<file path="config.mk">
export PLATFORM = sky130hd
export DESIGN_NAME = id_ex_stage
export DESIGN_NICKNAME = d
export VERILOG_FILES = /design/src/rtl/mips_pkg.sv /design/src/rtl/id_decode.sv /design/src/rtl/id_ex_stage.sv
export SDC_FILE = /design/constraint.sdc
export NUM_CORES = 1
export LEC_CHECK = 0
export CAP_MARGIN = 0
export CELL_PAD_IN_SITES_DETAIL_PLACEMENT = 1
export CELL_PAD_IN_SITES_GLOBAL_PLACEMENT = 1
export CORE_AREA = 2 2 119 121
export DETAILED_ROUTE_END_ITERATION = 8
export DIE_AREA = 0 0 121 123
export PLACE_DENSITY_LB_ADDON = 0.08
export SETUP_SLACK_MARGIN = 0.02
export SLEW_MARGIN = 20
export SYNTH_ARGS = -nofsm -noshare
export SYNTH_HDL_FRONTEND = slang
export SYNTH_SLANG_ARGS = --single-unit
</file>
<file path="constraint.sdc">
create_clock -name clk -period 3.5 [get_ports clk]
set_input_delay 0.35 -clock clk [delete_from_list [all_inputs] [get_ports clk]]
set_output_delay 0.35 -clock clk [all_outputs]
set_load 0.01 [all_outputs]
</file>
<file path="src/rtl/mips_pkg.sv">
// Shared MIPS opcode, funct and ALU-op constants plus the ID/EX bundle types.
// Used by id_decode, id_ex_stage and the ALU.
package mips_pkg;

  localparam logic [5:0] OP_RTYPE = 6'b000000;
  localparam logic [5:0] OP_LW    = 6'b100011;
  localparam logic [5:0] OP_SW    = 6'b101011;
  localparam logic [5:0] OP_BEQ   = 6'b000100;
  localparam logic [5:0] OP_ADDIU = 6'b001001;

  localparam logic [5:0] F_SLL  = 6'b000000;
  localparam logic [5:0] F_SRL  = 6'b000010;
  localparam logic [5:0] F_SRA  = 6'b000011;
  localparam logic [5:0] F_SRLV = 6'b000110;
  localparam logic [5:0] F_SRAV = 6'b000111;
  localparam logic [5:0] F_ADDU = 6'b100001;
  localparam logic [5:0] F_SUBU = 6'b100011;
  localparam logic [5:0] F_AND  = 6'b100100;
  localparam logic [5:0] F_OR   = 6'b100101;
  localparam logic [5:0] F_XOR  = 6'b100110;
  localparam logic [5:0] F_SLT  = 6'b101010;

  typedef enum logic [1:0] {
    ALU_MEM = 2'b00,
    ALU_BR  = 2'b01,
    ALU_R   = 2'b10,
    ALU_I   = 2'b11
  } alu_op_e;

  typedef struct packed {
    logic [5:0]  funct;
    alu_op_e     alu_op;
    logic        alu_src;
    logic [4:0]  dest;
    logic        reg_write;
    logic        mem_read;
    logic        mem_write;
    logic        branch;
    logic        reads_rt;
    logic        illegal;
  } dec_t;

  typedef struct packed {
    logic        valid;
    logic [5:0]  funct;
    logic [4:0]  sa;
    alu_op_e     alu_op;
    logic [31:0] rs;
    logic [31:0] rt;
    logic [31:0] imm;
    logic        alu_src;
    logic [4:0]  dest;
    logic        reg_write;
    logic        mem_read;
    logic        mem_write;
    logic        branch;
    logic        illegal;
  } id_ex_t;

  function automatic logic funct_ok(input logic [5:0] f);
    logic ok;
    ok = 1'b0;
    case (f)
      F_SLL, F_SRL, F_SRA, F_SRLV, F_SRAV,
      F_ADDU, F_SUBU, F_AND, F_OR, F_XOR,
      F_SLT:   ok = 1'b1;
      default: ok = 1'b0;
    endcase
    return ok;
  endfunction

endpackage

</file>
<file path="src/rtl/id_decode.sv">
// Combinational MIPS decoder: instruction word to EX control bundle.
// Unsupported opcode/funct raises illegal with all side-effect controls off.
module id_decode
  import mips_pkg::*;
(
  input  logic [31:0] instr,
  output dec_t        dec
);

  logic [5:0] w_op;
  logic [5:0] w_fn;

  assign w_op = instr[31:26];
  assign w_fn = instr[5:0];

  // opcode/funct decode; defaults describe an illegal instruction
  always_comb begin
    dec          = '0;
    dec.funct    = w_fn;
    dec.alu_op   = ALU_MEM;
    dec.dest     = instr[20:16];
    dec.illegal  = 1'b1;
    unique case (w_op)
      OP_RTYPE: begin
        dec.dest     = instr[15:11];
        dec.reads_rt = 1'b1;
        if (funct_ok(w_fn)) begin
          dec.alu_op    = ALU_R;
          dec.reg_write = 1'b1;
          dec.illegal   = 1'b0;
        end
      end
      OP_LW: begin
        dec.funct     = F_ADDU;
        dec.alu_src   = 1'b1;
        dec.mem_read  = 1'b1;
        dec.reg_write = 1'b1;
        dec.illegal   = 1'b0;
      end
      OP_SW: begin
        dec.funct     = F_ADDU;
        dec.alu_src   = 1'b1;
        dec.mem_write = 1'b1;
        dec.reads_rt  = 1'b1;
        dec.illegal   = 1'b0;
      end
      OP_BEQ: begin
        dec.funct    = F_SUBU;
        dec.alu_op   = ALU_BR;
        dec.branch   = 1'b1;
        dec.reads_rt = 1'b1;
        dec.illegal  = 1'b0;
      end
      OP_ADDIU: begin
        dec.funct     = F_ADDU;
        dec.alu_op    = ALU_I;
        dec.alu_src   = 1'b1;
        dec.reg_write = 1'b1;
        dec.illegal   = 1'b0;
      end
      default: ;
    endcase
  end

endmodule

</file>
<file path="src/rtl/id_ex_stage.sv">
// ID/EX pipeline register with load-use hazard detection.
// ID_EX_ILLEGAL_TRAP_EN: illegal instructions become a bubble flagged ex_illegal.
module id_ex_stage
  import mips_pkg::*;
(
  input  logic        clk,
  input  logic        reset,
  input  logic        id_valid,
  input  logic [31:0] instr,
  input  logic [31:0] read_rs,
  input  logic [31:0] read_rt,
  input  logic        flush,
  output logic        stall_req,
  output logic        ex_valid,
  output logic [5:0]  ex_funct,
  output logic [4:0]  ex_sa,
  output logic [1:0]  ex_alu_op,
  output logic [31:0] ex_read_rs,
  output logic [31:0] ex_read_rt,
  output logic [31:0] ex_imm,
  output logic        ex_alu_src,
  output logic [4:0]  ex_dest,
  output logic        ex_reg_write,
  output logic        ex_mem_read,
  output logic        ex_mem_write,
  output logic        ex_branch,
  output logic        ex_illegal
);

  dec_t   w_dec;
  id_ex_t w_load;
  id_ex_t w_next;
  id_ex_t r_ex;
  logic   w_rs_hit;
  logic   w_rt_hit;

  id_decode u_dec (
    .instr (instr),
    .dec   (w_dec)
  );

  assign w_rs_hit = (r_ex.dest == instr[25:21]);
  assign w_rt_hit = (r_ex.dest == instr[20:16]) & w_dec.reads_rt;

  assign stall_req = r_ex.valid & r_ex.mem_read
                   & (r_ex.dest != 5'd0) & id_valid
                   & (w_rs_hit | w_rt_hit);

  // full EX contents for the instruction in ID
  always_comb begin
    w_load           = '0;
    w_load.valid     = 1'b1;
    w_load.funct     = w_dec.funct;
    w_load.sa        = instr[10:6];
    w_load.alu_op    = w_dec.alu_op;
    w_load.rs        = read_rs;
    w_load.rt        = read_rt;
    w_load.imm       = {{16{instr[15]}}, instr[15:0]};
    w_load.alu_src   = w_dec.alu_src;
    w_load.dest      = w_dec.dest;
    w_load.reg_write = w_dec.reg_write;
    w_load.mem_read  = w_dec.mem_read;
    w_load.mem_write = w_dec.mem_write;
    w_load.branch    = w_dec.branch;
  end

  // next EX state: flush, stall and empty ID all insert a bubble
  always_comb begin
    w_next = '0;
    if (flush || stall_req || !id_valid) begin
      w_next = '0;
    end else if (w_dec.illegal) begin
`ifdef ID_EX_ILLEGAL_TRAP_EN
      w_next.illegal = 1'b1;
`else
      w_next = w_load;
`endif
    end else begin
      w_next = w_load;
    end
  end

  // ID/EX register, async reset to a bubble
  always_ff @(posedge clk or posedge reset) begin
    if (reset) r_ex <= '0;
    else       r_ex <= w_next;
  end

  assign ex_valid     = r_ex.valid;
  assign ex_funct     = r_ex.funct;
  assign ex_sa        = r_ex.sa;
  assign ex_alu_op    = r_ex.alu_op;
  assign ex_read_rs   = r_ex.rs;
  assign ex_read_rt   = r_ex.rt;
  assign ex_imm       = r_ex.imm;
  assign ex_alu_src   = r_ex.alu_src;
  assign ex_dest      = r_ex.dest;
  assign ex_reg_write = r_ex.reg_write;
  assign ex_mem_read  = r_ex.mem_read;
  assign ex_mem_write = r_ex.mem_write;
  assign ex_branch    = r_ex.branch;
  assign ex_illegal   = r_ex.illegal;

endmodule

</file>
==> metrics <==
Initial Util 27.7%; # Post-CTS Setup Buffers 0; site row count 43; Die Area 14900 um2; most common cell in the netlist dfrtp_1; Post-CTS Resized 0; critical path data arrival time 2120 ps; DP HPWL 7880 um; largest net degree at the start of global routing 100; register area share after synthesis 65.8%; Max Slew Vio Count 0; TritonCTS buffer count 9; total grt overflow 0; Final ANT Viol Nets 0; R2R setup slack 1510 ps; Hold Fails Final Rpt 0; Layout Skew 7.81 ps; top cell type's share of synthesized area 65.8%; Least-Margin Pin Slew 784 ps; CP top delay family simple AND/OR/NAND/NOR gates; PwrDens 396 nW/um2; YS warnings 0; drt total wl 10700 um; H-tree depth 3; Die Ht 123 um; Fmax achieved 0.405 GHz; required time worst endpoint 3150 ps; RSZ-0062 raised after global routing no; Leak 2.82 nW; share of post-route cells with drive strength above 1 5.43%; # DRC 0; max-cap violations 0; period utilization 70.6%; Period minus WS final 2470 ps; maximum buffer depth of the clock tree 2; Syn-to-layout area delta 67.1%; port bufs 220; Critical Path End stall_req; M3 GR Usage 6.04%; Crit. End Element primary output; initial antenna violation count 0; share of synthesized registers carrying an async set or reset 100%; Worst-Skew Late Latency 350 ps; Total GRT Usage 14.8%; CORE AREA 13600 um2; DR vias 2798; multiplexer area fraction after synthesis 1.33%; Worst Path Class, Setup register to primary output; CTS sink cnt 99; WP buf/inv 1; CP Cell Sequence xor2_1 -> nor4_1 -> nand4_1 -> nand2_1 -> clkdlybuf4s50_1; syn nets 390; fin util 46.2%; antenna fix cells 0; Post-Synth Simple-Gate Area 21.2%; drt via density 4.13; crit-path max cell delay 530 ps; GRT busiest layer met2; Total Power 2.49 mW; worst vdd ir 182 uV; startpoint types register; # fillers 1443; CP startpoint ex_dest[2]; Critical Path Slowest Stage Cell clkdlybuf4s50_1; r2r startpoint ex_dest[2]; GRT met2 Usage 24.8%; FF+latch count, synth 99; number of global-route vias before repair 2995; Reg2Reg Depth 6; M1 GR Usage 16.8%; Final nets 592; Synth area leader dfrtp_1; Iter 0 DRT Violations 88; Die W 121 um; crit path max fanout 4; Routed WL per cell 15.7 um; final hold slack 522 ps; total iterations of the first detailed-routing run 3; status complete, no violations; GPL Wtd Cong 0.753; number of synthesized flops with an enable pin 0; top cells by area, synth dfrtp_1 (66%), and2_1 (13%), buf_4 (4.4%), xor2_1 (2.1%), mux2i_1 (1.3%); Reg2Reg Capture Point ex_alu_op[1]; Adder-Cell Fraction of Synth Area 0%; Critical Path Stages 5; Post-Syn Instances 290; clock slew at reported path FFs 70 ps; Post-synth top flop dfrtp_1; Ports 222; XOR/XNOR Fraction of Synth Area 2.32%; first-pass GRT wire length 16500 um; CTS tree done; Synth Area per Inst 13.0 um2; Hold Path Class input pin to asynchronous set/reset pin; max_slew headroom 47.8%; top cells by count, synth dfrtp_1 (99), and2_1 (79), buf_4 (22), xor2_1 (9), nor2_1 (8); Netlist cell types 38; # setup viols final 0; mapped cell area 3770 um2; total negative slack 0 ps; Post-CTS Hold Buffers 0; Synth Area in Compound Gates 3.16%; main combinational cell family by area after synthesis simple AND/OR/NAND/NOR gates; clk root buf clkbuf_16
==> routing by layer <==
layer | share of wire, % | up-vias
li1 | - | 1301
met1 | 38 | 1368
met2 | 51 | 116
met3 | 9.7 | 13
met4 | 2.0 | 0
met5 | 0 | -
==> power breakdown <==
part | internal [mW] | switching [mW] | total, mW
registers | 1.18 | 0.0169 | 1.20
clock network | 0.504 | 0.433 | 0.938
logic | 0.220 | 0.134 | 0.354
==> cell usage in the layout, fill, tap and decap left out, types with 2 or more instances in the layout <==
cell               n
nor2b_1            6
clkdlybuf4s50_1  220
nand2_1            4
xor2_1             9
o21ai_0            2
nand3_1            2
clkinvlp_4         2
and4_1             2
and2_2             3
dfrtp_1           99
a21boi_0           2
clkbuf_16          9
nand4_1            2
mux2i_1            5
buf_4              2
a21oi_1            2
and2_1            79
inv_1              2
and3_1             6
o21a_1             3
nor3_1             5
nor2_1             8
==> metrics by stage <==
step | cells | cell area, um2 | worst slack, ps
4_1_cts | 677 | 6290 | 996
5_1_grt | 677 | 6290 | 912
3_5_place_dp | 661 | 6010 | 1030
2_1_floorplan | 290 | 3770 | 560
6_report | 677 | 6290 | 1030
3_3_place_gp | 661 | 6010 | 1040
==> worst register-to-register path, cell delays in order (launching register included) <==
cell and delay [ps]:
dfrtp_1 440, xor2_1 190, nor4_1 360, nand4_1 170, nor3b_4 190, buf_12 190, and4bb_2 340
==> how the worst min path moves through the flow <==
stage / to / slack, ps / depth (start not counted)
final: ex_read_rs[5] / 520 / 2
after global routing: ex_read_rs[19] / 550 / 2
after CTS: ex_read_rt[3] / 540 / 2
after detailed placement: ex_read_rt[3] / 920 / 2
after global placement: ex_read_rs[5] / 910 / 2
after floorplan: ex_mem_write / 410 / 1
==> sequential cells by signal (all words and copies together) (netlist names), 2 cells and up <==
signal / cells
ex_read_rs: 32
ex_imm: 16
ex_funct: 6
ex_dest: 5
ex_read_rt: 32
ex_alu_op: 2
==> final cells by class <==
class	count	area [um2]	area share (%)
Inverter	3	13.8	0.219
Tap cell	180	225	3.58
Clock buffer	11	243	3.86
Timing Repair Buffer	223	2240	35.5
Clock inverter	5	37.5	0.596
Multi-Input combinational cell	156	1060	16.8
Sequential cell	99	2480	39.4
==> cell families after synthesis <==
group,Yosys count
buffers and inverters,35
AOI/OAI and AO/OA,15
xor gates and xnor gates,10
DFF,99
other,1
muxes,5
and+or+nand+nor,125
Note: power is estimated with default switching activity, not from simulation.
